[src/rtl/nanoz80_bus_pkg.sv]
// Shared FSM state type and constants for the nanoz80 bus fabric.
// Latency: none; declarations only.
// Backpressure: not applicable.
package nanoz80_bus_pkg;

    typedef enum logic [1:0] {
        ST_IDLE,
        ST_WAIT,
        ST_HOLD,
        ST_ERR_HOLD
    } bus_state_t;

    localparam logic [7:0] OPEN_BUS_DEFAULT = 8'hFF;
    localparam int         TCNT_W           = 8;

endpackage

[src/rtl/nanoz80_bus_match.sv]
// Priority window matcher: lowest-index slave whose base/mask/space matches wins.
// Latency: purely combinational.
// Backpressure: none; result follows the address and space inputs.
module nanoz80_bus_match #(
    parameter int NUM_SLAVES = 8,
    parameter int ADDR_W     = 16,
    parameter int IDX_W      = (NUM_SLAVES > 1) ? $clog2(NUM_SLAVES) : 1
) (
    input  logic [ADDR_W-1:0]            addr,
    input  logic                         io_space,
    input  logic [NUM_SLAVES*ADDR_W-1:0] base,
    input  logic [NUM_SLAVES*ADDR_W-1:0] mask,
    input  logic [NUM_SLAVES-1:0]        slv_io,
    output logic                         hit,
    output logic [IDX_W-1:0]             win_idx,
    output logic [NUM_SLAVES-1:0]        win_oh
);

    logic [NUM_SLAVES-1:0] hit_vec;

    always_comb begin
        hit_vec = '0;
        for (int i = 0; i < NUM_SLAVES; i++) begin
            hit_vec[i] = ((addr & mask[i*ADDR_W +: ADDR_W]) ==
                          (base[i*ADDR_W +: ADDR_W] & mask[i*ADDR_W +: ADDR_W])) &&
                         (slv_io[i] == io_space);
        end
    end

    // Walk downwards so the lowest hitting index is the last one written.
    always_comb begin
        win_idx = '0;
        for (int i = NUM_SLAVES - 1; i >= 0; i--) begin
            if (hit_vec[i]) begin
                win_idx = IDX_W'(i);
            end
        end
    end

    assign win_oh = hit_vec & (~hit_vec + 1'b1);
    assign hit    = |hit_vec;

endmodule

[src/rtl/nanoz80_bus_fabric.sv]
// Z80 bus interconnect: window decode, chip selects, read mux, wait states; NANOZ80_BUS_TIMEOUT_EN adds bus timeout.
// Latency: selects/read data combinational; wait_n low for detect cycle plus programmed waits until slave ack.
// Backpressure: slave ack and static wait count stall the CPU through wait_n_o.
module nanoz80_bus_fabric
    import nanoz80_bus_pkg::*;
#(
    parameter int                NUM_SLAVES = 8,
    parameter int                ADDR_W     = 16,
    parameter int                DATA_W     = 8,
    parameter int                WAIT_W     = 4,
    parameter int                TIMEOUT    = 255,
    parameter logic [DATA_W-1:0] OPEN_BUS   = DATA_W'(OPEN_BUS_DEFAULT)
) (
    input  logic                         clk_i,
    input  logic                         rst_i,
    input  logic                         mreq_n_i,
    input  logic                         iorq_n_i,
    input  logic                         rd_n_i,
    input  logic                         wr_n_i,
    input  logic [ADDR_W-1:0]            addr_i,
    input  logic [NUM_SLAVES*ADDR_W-1:0] slv_base_i,
    input  logic [NUM_SLAVES*ADDR_W-1:0] slv_mask_i,
    input  logic [NUM_SLAVES-1:0]        slv_io_i,
    input  logic [NUM_SLAVES*WAIT_W-1:0] slv_wait_i,
    input  logic [NUM_SLAVES-1:0]        slv_ack_i,
    input  logic [NUM_SLAVES*DATA_W-1:0] slv_rdata_i,
    output logic [NUM_SLAVES-1:0]        slv_cs_o,
    output logic [DATA_W-1:0]            cpu_din_o,
    output logic                         wait_n_o,
    output logic                         bus_err_o,
    output logic [ADDR_W-1:0]            err_addr_o
);

    localparam int IDX_W = (NUM_SLAVES > 1) ? $clog2(NUM_SLAVES) : 1;

    bus_state_t            state_q, state_d;
    logic                  active, hit, no_wait, last_wait, bus_ok, err_set, tmo;
    logic [IDX_W-1:0]      win_idx, sel_q;
    logic [NUM_SLAVES-1:0] win_oh;
    logic [WAIT_W-1:0]     wait_win, wcnt_q;
    logic [WAIT_W-1:0]     wait_arr  [NUM_SLAVES];
    logic [DATA_W-1:0]     rdata_arr [NUM_SLAVES];

    for (genvar g = 0; g < NUM_SLAVES; g++) begin : g_unpack
        assign wait_arr[g]  = slv_wait_i[g*WAIT_W +: WAIT_W];
        assign rdata_arr[g] = slv_rdata_i[g*DATA_W +: DATA_W];
    end

    nanoz80_bus_match #(
        .NUM_SLAVES (NUM_SLAVES),
        .ADDR_W     (ADDR_W),
        .IDX_W      (IDX_W)
    ) u_match (
        .addr     (addr_i),
        .io_space (~iorq_n_i),
        .base     (slv_base_i),
        .mask     (slv_mask_i),
        .slv_io   (slv_io_i),
        .hit      (hit),
        .win_idx  (win_idx),
        .win_oh   (win_oh)
    );

    assign active   = ((~mreq_n_i) ^ (~iorq_n_i)) & ((~rd_n_i) | (~wr_n_i));
    assign wait_win = wait_arr[win_idx];
    assign no_wait  = (wait_win == '0) && slv_ack_i[win_idx];
    // The detect cycle already counts as one wait, so the final WAIT cycle is wcnt==1.
    assign last_wait = (wcnt_q <= WAIT_W'(1));

`ifdef NANOZ80_BUS_TIMEOUT_EN
    logic [TCNT_W-1:0] tcnt_q;

    assign tmo = (tcnt_q == TCNT_W'(TIMEOUT));

    always_ff @(posedge clk_i) begin
        if (rst_i) begin
            tcnt_q     <= '0;
            bus_err_o  <= 1'b0;
            err_addr_o <= '0;
        end else begin
            bus_err_o <= err_set;
            if (err_set) begin
                err_addr_o <= addr_i;
            end
            if (state_q != ST_WAIT) begin
                tcnt_q <= '0;
            end else if (tcnt_q != '1) begin
                tcnt_q <= tcnt_q + 1'b1;
            end
        end
    end
`else
    assign tmo        = 1'b0;
    assign bus_err_o  = 1'b0;
    assign err_addr_o = '0;
`endif

    always_comb begin
        state_d = state_q;
        err_set = 1'b0;
        unique case (state_q)
            ST_IDLE: begin
                if (active) begin
                    state_d = (hit && !no_wait) ? ST_WAIT : ST_HOLD;
                end
            end
            ST_WAIT: begin
                if (!active) begin
                    state_d = ST_IDLE;
                end else if (last_wait && slv_ack_i[sel_q]) begin
                    state_d = ST_HOLD;
                end else if (tmo) begin
                    state_d = ST_ERR_HOLD;
                    err_set = 1'b1;
                end
            end
            default: begin
                if (!active) begin
                    state_d = ST_IDLE;
                end
            end
        endcase
    end

    always_ff @(posedge clk_i) begin
        if (rst_i) begin
            state_q <= ST_IDLE;
            sel_q   <= '0;
            wcnt_q  <= '0;
        end else begin
            state_q <= state_d;
            if (state_q == ST_IDLE && active && hit) begin
                sel_q  <= win_idx;
                wcnt_q <= wait_win;
            end else if (state_q == ST_WAIT && wcnt_q != '0) begin
                wcnt_q <= wcnt_q - WAIT_W'(1);
            end
        end
    end

    assign bus_ok    = active && !rst_i && (state_q != ST_ERR_HOLD);
    assign slv_cs_o  = bus_ok ? win_oh : '0;
    assign cpu_din_o = (bus_ok && hit && !rd_n_i) ? rdata_arr[win_idx] : OPEN_BUS;
    assign wait_n_o  = rst_i ||
                       !(((state_q == ST_IDLE) && active && hit && !no_wait) ||
                         (state_q == ST_WAIT));

endmodule

[config.mk]
export PLATFORM = sky130hd
export DESIGN_NAME = nanoz80_bus_fabric
export DESIGN_NICKNAME = d
export VERILOG_FILES = /design/src/rtl/nanoz80_bus_pkg.sv /design/src/rtl/nanoz80_bus_match.sv /design/src/rtl/nanoz80_bus_fabric.sv
export SDC_FILE = /design/constraint.sdc
export NUM_CORES = 1
export LEC_CHECK = 0
export CORE_AREA = 2 2 164 166
export CTS_BUF_LIST = sky130_fd_sc_hd__clkbuf_8
export CTS_CLUSTER_SIZE = 10
export DETAILED_ROUTE_END_ITERATION = 8
export DIE_AREA = 0 0 166 168
export HOLD_SLACK_MARGIN = 0.08
export PLACE_DENSITY = 0.52
export SLEW_MARGIN = 10
export SYNTH_ARGS = -nofsm -noshare
export SYNTH_HDL_FRONTEND = slang
export SYNTH_HIERARCHICAL = 1
export SYNTH_SLANG_ARGS = --single-unit
export TNS_END_PERCENT = 50
[constraint.sdc]
create_clock -name clk_i -period 5.4 [get_ports clk_i]
set_input_delay 1.08 -clock clk_i [delete_from_list [all_inputs] [get_ports clk_i]]
set_output_delay 1.08 -clock clk_i [all_outputs]
set_load 0.01 [all_outputs]
Word level (Yosys, flattened, before mapping)
Cells that the tools add are included.

operators by class
  reduce and logical (&&, ||, !) cells = 31
  $add $sub $neg = 2
  equality and inequality tests = 21
  muxes and demuxes = 28
  order comparisons = 4
  bitwise operators = 26

operators by type and width
  operator                                                  count
  bitwise AND 16 bit                                        16
  equality test 16 bit                                      8
  two-way mux 8 bit                                         4
  binary-select mux 8 bit (select 3 bit)                    1
  two-way mux 3 bit                                         8
  logical AND 1 bit                                         19
  two-way mux 4 bit                                         4
  binary-select mux 4 bit (select 3 bit)                    1
  two-way mux 2 bit                                         5
  adder 8 x 1 -> 8 bit, second input constant               1
  bitwise AND 8 bit                                         1
  equality test 1 bit                                       8
  < comparator 3 x 4 -> 1 bit, second input constant        2
  inverter 8 bit                                            1
  OR reduction 8 bit                                        1
  binary-select mux 1 bit (select 3 bit)                    2
  greater-or-equal comparator 4 bit, second input constant  1
  <= comparator 4 x 1 -> 1 bit, second input constant       1
  logical NOT 1 bit                                         4
  logical NOT 4 bit                                         1
  != test 2 bit, second input constant                      2
  inverter 1 bit                                            4
  inverter 3 -> 4 bit                                       1
  case mux 2 bit (2 select lines)                           1
  13 further kinds                                          15

storage, ports and cells
  word-level logic and storage cells = 115
  output and inout port bits = 34
  bits of input ports = 390
  register bits after elaboration = 9

Depth between registers and ports, before layout
  depth after elaboration = 22
  gate-level depth with buffers = 14
  gate-level depth less buffers = 11

Hierarchy
Netlist, hierarchy kept.

modules (own cells, without submodules)
  module              area an instance (um^2)  instances  sequential area each (um^2)  cells an instance
  nanoz80_bus_match   2182.1                   1          0.0                          279
  nanoz80_bus_fabric  1699.1                   1          180.2                        160

Least setup slack after synthesis
No wires, ideal clock.

  kind = input to output
  from = input addr_i[10]
  to = output wait_n_o
  slack = 616 ps
  data required time = 4320 ps
  stages = 12
  buffers on the path = 2
  arrival = 3704 ps
  path through = buf_4 > xor2_1 > a222oi_1 > inv_1 > nor3_2 > a211oi_2 > o41ai_2 > buf_2 > mux4_2 > mux2i_4 > nand3_1 > o31ai_1

between the ends
  longest elaborated chain between the ends = 22
  elaborated cells on any way between the ends = 47
  classes of those cells = eq/ne: 8; mux: 13; bitwise: 9; reduce/logical: 17

RTL lines
  item                                                   line                       source
  from (decl)                                            nanoz80_bus_fabric.sv:20   input logic [ADDR_W-1:0] addr_i,
  bitwise AND 16 bit                                     nanoz80_bus_match.sv:24    hit_vec[i] = ((addr & mask[i*ADDR_W +: ADDR_W]) ==
  equality test 16 bit                                   nanoz80_bus_match.sv:24
  logical AND 1 bit                                      nanoz80_bus_match.sv:25    (base[i*ADDR_W +: ADDR_W] & mask[i*ADDR_W +: ADDR_W])) &&
  two-way mux 3 bit (7 in series)                        nanoz80_bus_match.sv:34    if (hit_vec[i]) begin
  two-way mux 3 bit (*)                                  nanoz80_bus_match.sv:34
  named net win_idx[0]                                   nanoz80_bus_fabric.sv:38   logic [IDX_W-1:0] win_idx, sel_q;
  inverter 3 -> 4 bit (not written as such)              nanoz80_bus_fabric.sv:65   assign wait_win = wait_arr[win_idx];
  binary-select mux 4 bit (select 3 bit)                 nanoz80_bus_fabric.sv:65
  two-way mux 4 bit (not written as such) (2 in series)  nanoz80_bus_fabric.sv:65
  logical NOT 4 bit                                      nanoz80_bus_fabric.sv:66   assign no_wait = (wait_win == '0) && slv_ack_i[win_idx];
  logical AND 1 bit (*)                                  nanoz80_bus_fabric.sv:66
  logical NOT 1 bit (*)                                  nanoz80_bus_fabric.sv:145  !(((state_q == ST_IDLE) && active && hit && !no_wait) ||
  logical AND 1 bit (*)                                  nanoz80_bus_fabric.sv:145
  logical OR 1 bit (*)                                   nanoz80_bus_fabric.sv:145
  logical NOT 1 bit (*)                                  nanoz80_bus_fabric.sv:145
  logical OR 1 bit (*)                                   nanoz80_bus_fabric.sv:144  assign wait_n_o = rst_i ||
  to (decl)                                              nanoz80_bus_fabric.sv:29   output logic wait_n_o,

Mark *: on every way through the listed nets, which the timed path passes. The rest lies on a longest branch. The select of a mux whose other input is x is not followed.

Worst setup path after layout
  from = input slv_mask_i[54]
  to = output cpu_din_o[1]

between the ends
  longest elaborated chain between the ends = 12
  elaborated cells on any way between the ends = 16
  classes of those cells = eq/ne: 1; mux: 8; bitwise: 3; reduce/logical: 4

RTL lines
  item                                                       line                                              source
  from (decl)                                                nanoz80_bus_fabric.sv:22                          input logic [NUM_SLAVES*ADDR_W-1:0] slv_mask_i,
  bitwise AND 16 bit (on tied branches)                      nanoz80_bus_match.sv:24, nanoz80_bus_match.sv:25
  equality test 16 bit (*)                                   nanoz80_bus_match.sv:24
  logical AND 1 bit (*)                                      nanoz80_bus_match.sv:25
  two-way mux 3 bit (*) (4 in series)                        nanoz80_bus_match.sv:34
  named net win_idx[0]                                       nanoz80_bus_fabric.sv:38
  inverter 3 -> 4 bit (not written as such) (*)              nanoz80_bus_fabric.sv:143                         assign cpu_din_o = (bus_ok && hit && !rd_n_i) ? rdata_arr[win_idx] : OPEN_BUS;
  binary-select mux 8 bit (select 3 bit) (*)                 nanoz80_bus_fabric.sv:143
  two-way mux 8 bit (not written as such) (*) (2 in series)  nanoz80_bus_fabric.sv:143
  two-way mux 8 bit (*)                                      nanoz80_bus_fabric.sv:143
  to (decl)                                                  nanoz80_bus_fabric.sv:28                          output logic [DATA_W-1:0] cpu_din_o,

Marks and branches as above.

==> summary.txt <==
status -> finished, final reports clean
Clk pwr share -> 9.9%
Logic pwr share -> 81.1%
PwrDens -> 85.4 mW/mm2
CP max FO -> 6
Die H -> 168 um
synth cell count leaders -> xor2_1 (138), a22oi_1 (54), mux4_2 (28)
R2R Path Start -> wcnt_q[0]$_SDFFE_PP0P_
ratio of cells with drive above 1 in the final layout -> 21.0%
Distinct cells, synth -> 57
top cells by area, synth -> xor2_1 (31%), mux4_2 (16%), a22oi_1 (10%)
post-synth top area share -> 31.1%
IO Pins -> 424
cell with the largest stage delay on the worst path -> mux4_2
crit path kind -> input port to primary output
worst reg-to-reg path cell count -> 6
switching power -> 0.259 mW
area growth from synthesis to layout -> 138%
Arr. time, crit path -> 4190 ps
Root Buffer -> clkbuf_8
initial antenna violation count -> 5
H-tree levels -> 1
max_slew headroom -> 61.7%
Post-Layout Cell Count -> 1274
DR vias -> 5182
min cycle time layout -> 5270 ps
yosys warns -> 6
Die Footprint -> 0.0279 mm2
fin nets -> 1322
die width -> 166 um
Setup crit end -> cpu_din_o[1]
sequential share of the synthesized area -> 4.64%
DR iter-0 viols -> 161
DRC Markers -> 0
CP startpoint -> slv_mask_i[54]
Least-Margin Pin Slew -> 573 ps
Worst path max stage delay -> 480 ps
fin. max-slew vios -> 0
cell count after synthesis -> 439
Crit. End Element -> primary output
Int Power -> 0.531 mW
Seq. cell area -> 180 um2
clock sinks -> 9
# rows -> 60
Leak -> 3.86 nW
gr usage total -> 16.5%
total gr overflow -> 0
Post-DRT Antenna Nets -> 0
CP Launch Type -> input port
sequential power share -> 9.0%
CTS tree -> yes
Yosys top cell by area -> xor2_1
Setup TNS -> 0 ps
Fin. Hold Viols -> 0
critical path required time -> 4320 ps
Final Routed Wirelength -> 24.9 mm
period utilization -> 97.7%
Initial DRT Pass Iterations -> 4
worst vdd ir -> 0.0493 mV
top-count cell post-synth -> xor2_1
flop2flop setup slack -> 3750 ps
hpwl dp -> 22.4 mm
Finish-stage setup viols -> 0
Avg WL per Cell -> 19.5 um
core area -> 0.0264 mm2
Inserted Clock Buffers -> 3
fmax -> 190 MHz
Post-Syn Area per Cell -> 8.84 um2
cell-by-cell trace of the critical path -> clkdlybuf4s50_1, a22oi_1, nand4_1, buf_4, nor3_4, buf_6, a211oi_4, o41ai_4, buf_4, buf_8, buf_12, mux4_2, mux2i_1, nand2_1, buf_2
ys async rst share -> 0%
Sw Share -> 32.8%
first-pass GRT wire length -> 34.6 mm
reg-to-reg endpoint -> wcnt_q[0]$_SDFFE_PP0P_
Most common cell on crit path -> buf_4
Inst Count DP -> 1229
port buffer count -> 406
register bit total from synthesis -> 9
Max-Cap Viols -> 0
Primary FF master, synth -> dfxtp_1
largest net degree at the start of global routing -> 15
Worst-Skew Late Latency -> 240 ps
vias in the first global route -> 5518
Hold Crit Class -> flop to flop
via/cell ratio -> 4.07
Initial Util -> 14.7%
maximum clock path buffer count -> 2
Filler Cell Count -> 2740
clk_skew -> 5.50 ps
RSZ-0062 raised after global routing -> yes
cts hold-fix bufs -> 0
mapped cell area -> 0.00388 mm2
HP Start -> sel_q[0]$_SDFFE_PP0P_
total power -> 0.789 mW
area of the multi-input gates -> 0.00353 mm2
EDFF count, synth -> 0
routability-driven placement congestion ratio -> 0.918
Worst-path clk slew -> 40 ps
Util after Layout -> 35.1%
-- critical path: cells and delay by family --
kind                   cells  cell delay (ps)
buffers and inverters      7             1410
muxes                      2              660
AOI/OAI and AO/OA          3              520
and+or+nand+nor            3              530
-- sequential cells by signal, indices dropped and copies added (netlist names) --
| signal | cells |
|---|---|
| sel_q | 3 |
| state_q | 2 |
| wcnt_q | 4 |
-- timing repair --
item | 4_1_cts | 5_1_grt
buffers inserted | 13 | 23
gates resized for setup | 79 | 49
setup endpoints to repair | 9 | 9
cloned | 1 | 0
pin swaps | 27 | 20
-- per-layer routing --
| layer | vias up | track usage [%] | part of all wire (%) |
|---|---|---|---|
| met5 | - | 0 | 0 |
| met4 | 0 | 3.02 | 1.5 |
| met3 | 21 | 3.60 | 5.5 |
| met2 | 205 | 30.4 | 52 |
| met1 | 2405 | 19.6 | 41 |
| li1 | 2551 | - | - |
-- how the worst min path moves through the flow --
stage / endpoint / slack [ps] / cells after the start
after global routing: sel_q[0]$_SDFFE_PP0P_ / 560 / 2
after CTS: sel_q[0]$_SDFFE_PP0P_ / 530 / 2
final: sel_q[0]$_SDFFE_PP0P_ / 530 / 2
after floorplan: sel_q[0]$_SDFFE_PP0P_ / 470 / 2
after global placement: sel_q[0]$_SDFFE_PP0P_ / 510 / 2
after detailed placement: sel_q[0]$_SDFFE_PP0P_ / 530 / 2
-- final cells by class --
cell class / instances / area share, %
Antenna cell: 5 / 0.135
Clock buffer: 3 / 0.447
Clock inverter: 1 / 0.0541
Inverter: 7 / 0.284
Multi-Input combinational cell: 393 / 38.2
Sequential cell: 9 / 1.95
Tap cell: 341 / 4.61
Timing Repair Buffer: 515 / 54.3
-- cells in the final DEF (no fill, tap or decap), drive strengths merged, types with 2 or more instances in the layout --
cell / instances
xnor2: 2
a21oi: 11
and3: 2
clkdlybuf4s50: 360
nand2b: 4
nand2: 22
mux4: 28
or2: 2
a211oi: 5
a21boi: 2
clkbuf: 9
nand4: 8
dfxtp: 9
inv: 7
a31oi: 2
ha: 3
conb: 17
nand3: 13
diode: 5
xor2: 138
and2: 11
nor4: 3
nor2: 9
a22oi: 55
or3: 3
o211ai: 2
mux2i: 15
dlymetal6s2s: 24
nor2b: 12
dlygate4sd2: 3
clkdlybuf4s15: 3
buf: 119
nor3: 10
-- power by group through the flow --
stage               sequential, mW  combinational [mW]  clock (mW)
detailed placement          0.0721               0.614           0
CTS                         0.0708               0.633      0.0806
finish                      0.0709               0.640      0.0782
global placement            0.0722               0.615           0
global route                0.0712               0.686      0.0844
floorplan                   0.0715               0.223           0
-- logic make-up after synthesis --
family          Yosys count  synth area share (%)
xor+xnor                140                  31.6
other cells               1                0.0966
mux                      44                  20.9
fa+ha+maj                 3                 0.967
simple gates            105                  15.5
compound gates           84                  16.7
flops                     9                  4.64
buf+inv                  53                  9.57
-- stage by stage --
step                      hold slack (ps)  area, um2  setup WS (ps)
after detailed placement              526       8740           -877
final                                 528       9250            127
after global placement                505       8740           -815
after floorplan                       473       3940            616
after CTS                             534       8980           4.86
after global routing                  556       9250          -75.9
Note: power is estimated with default switching activity, not from simulation.
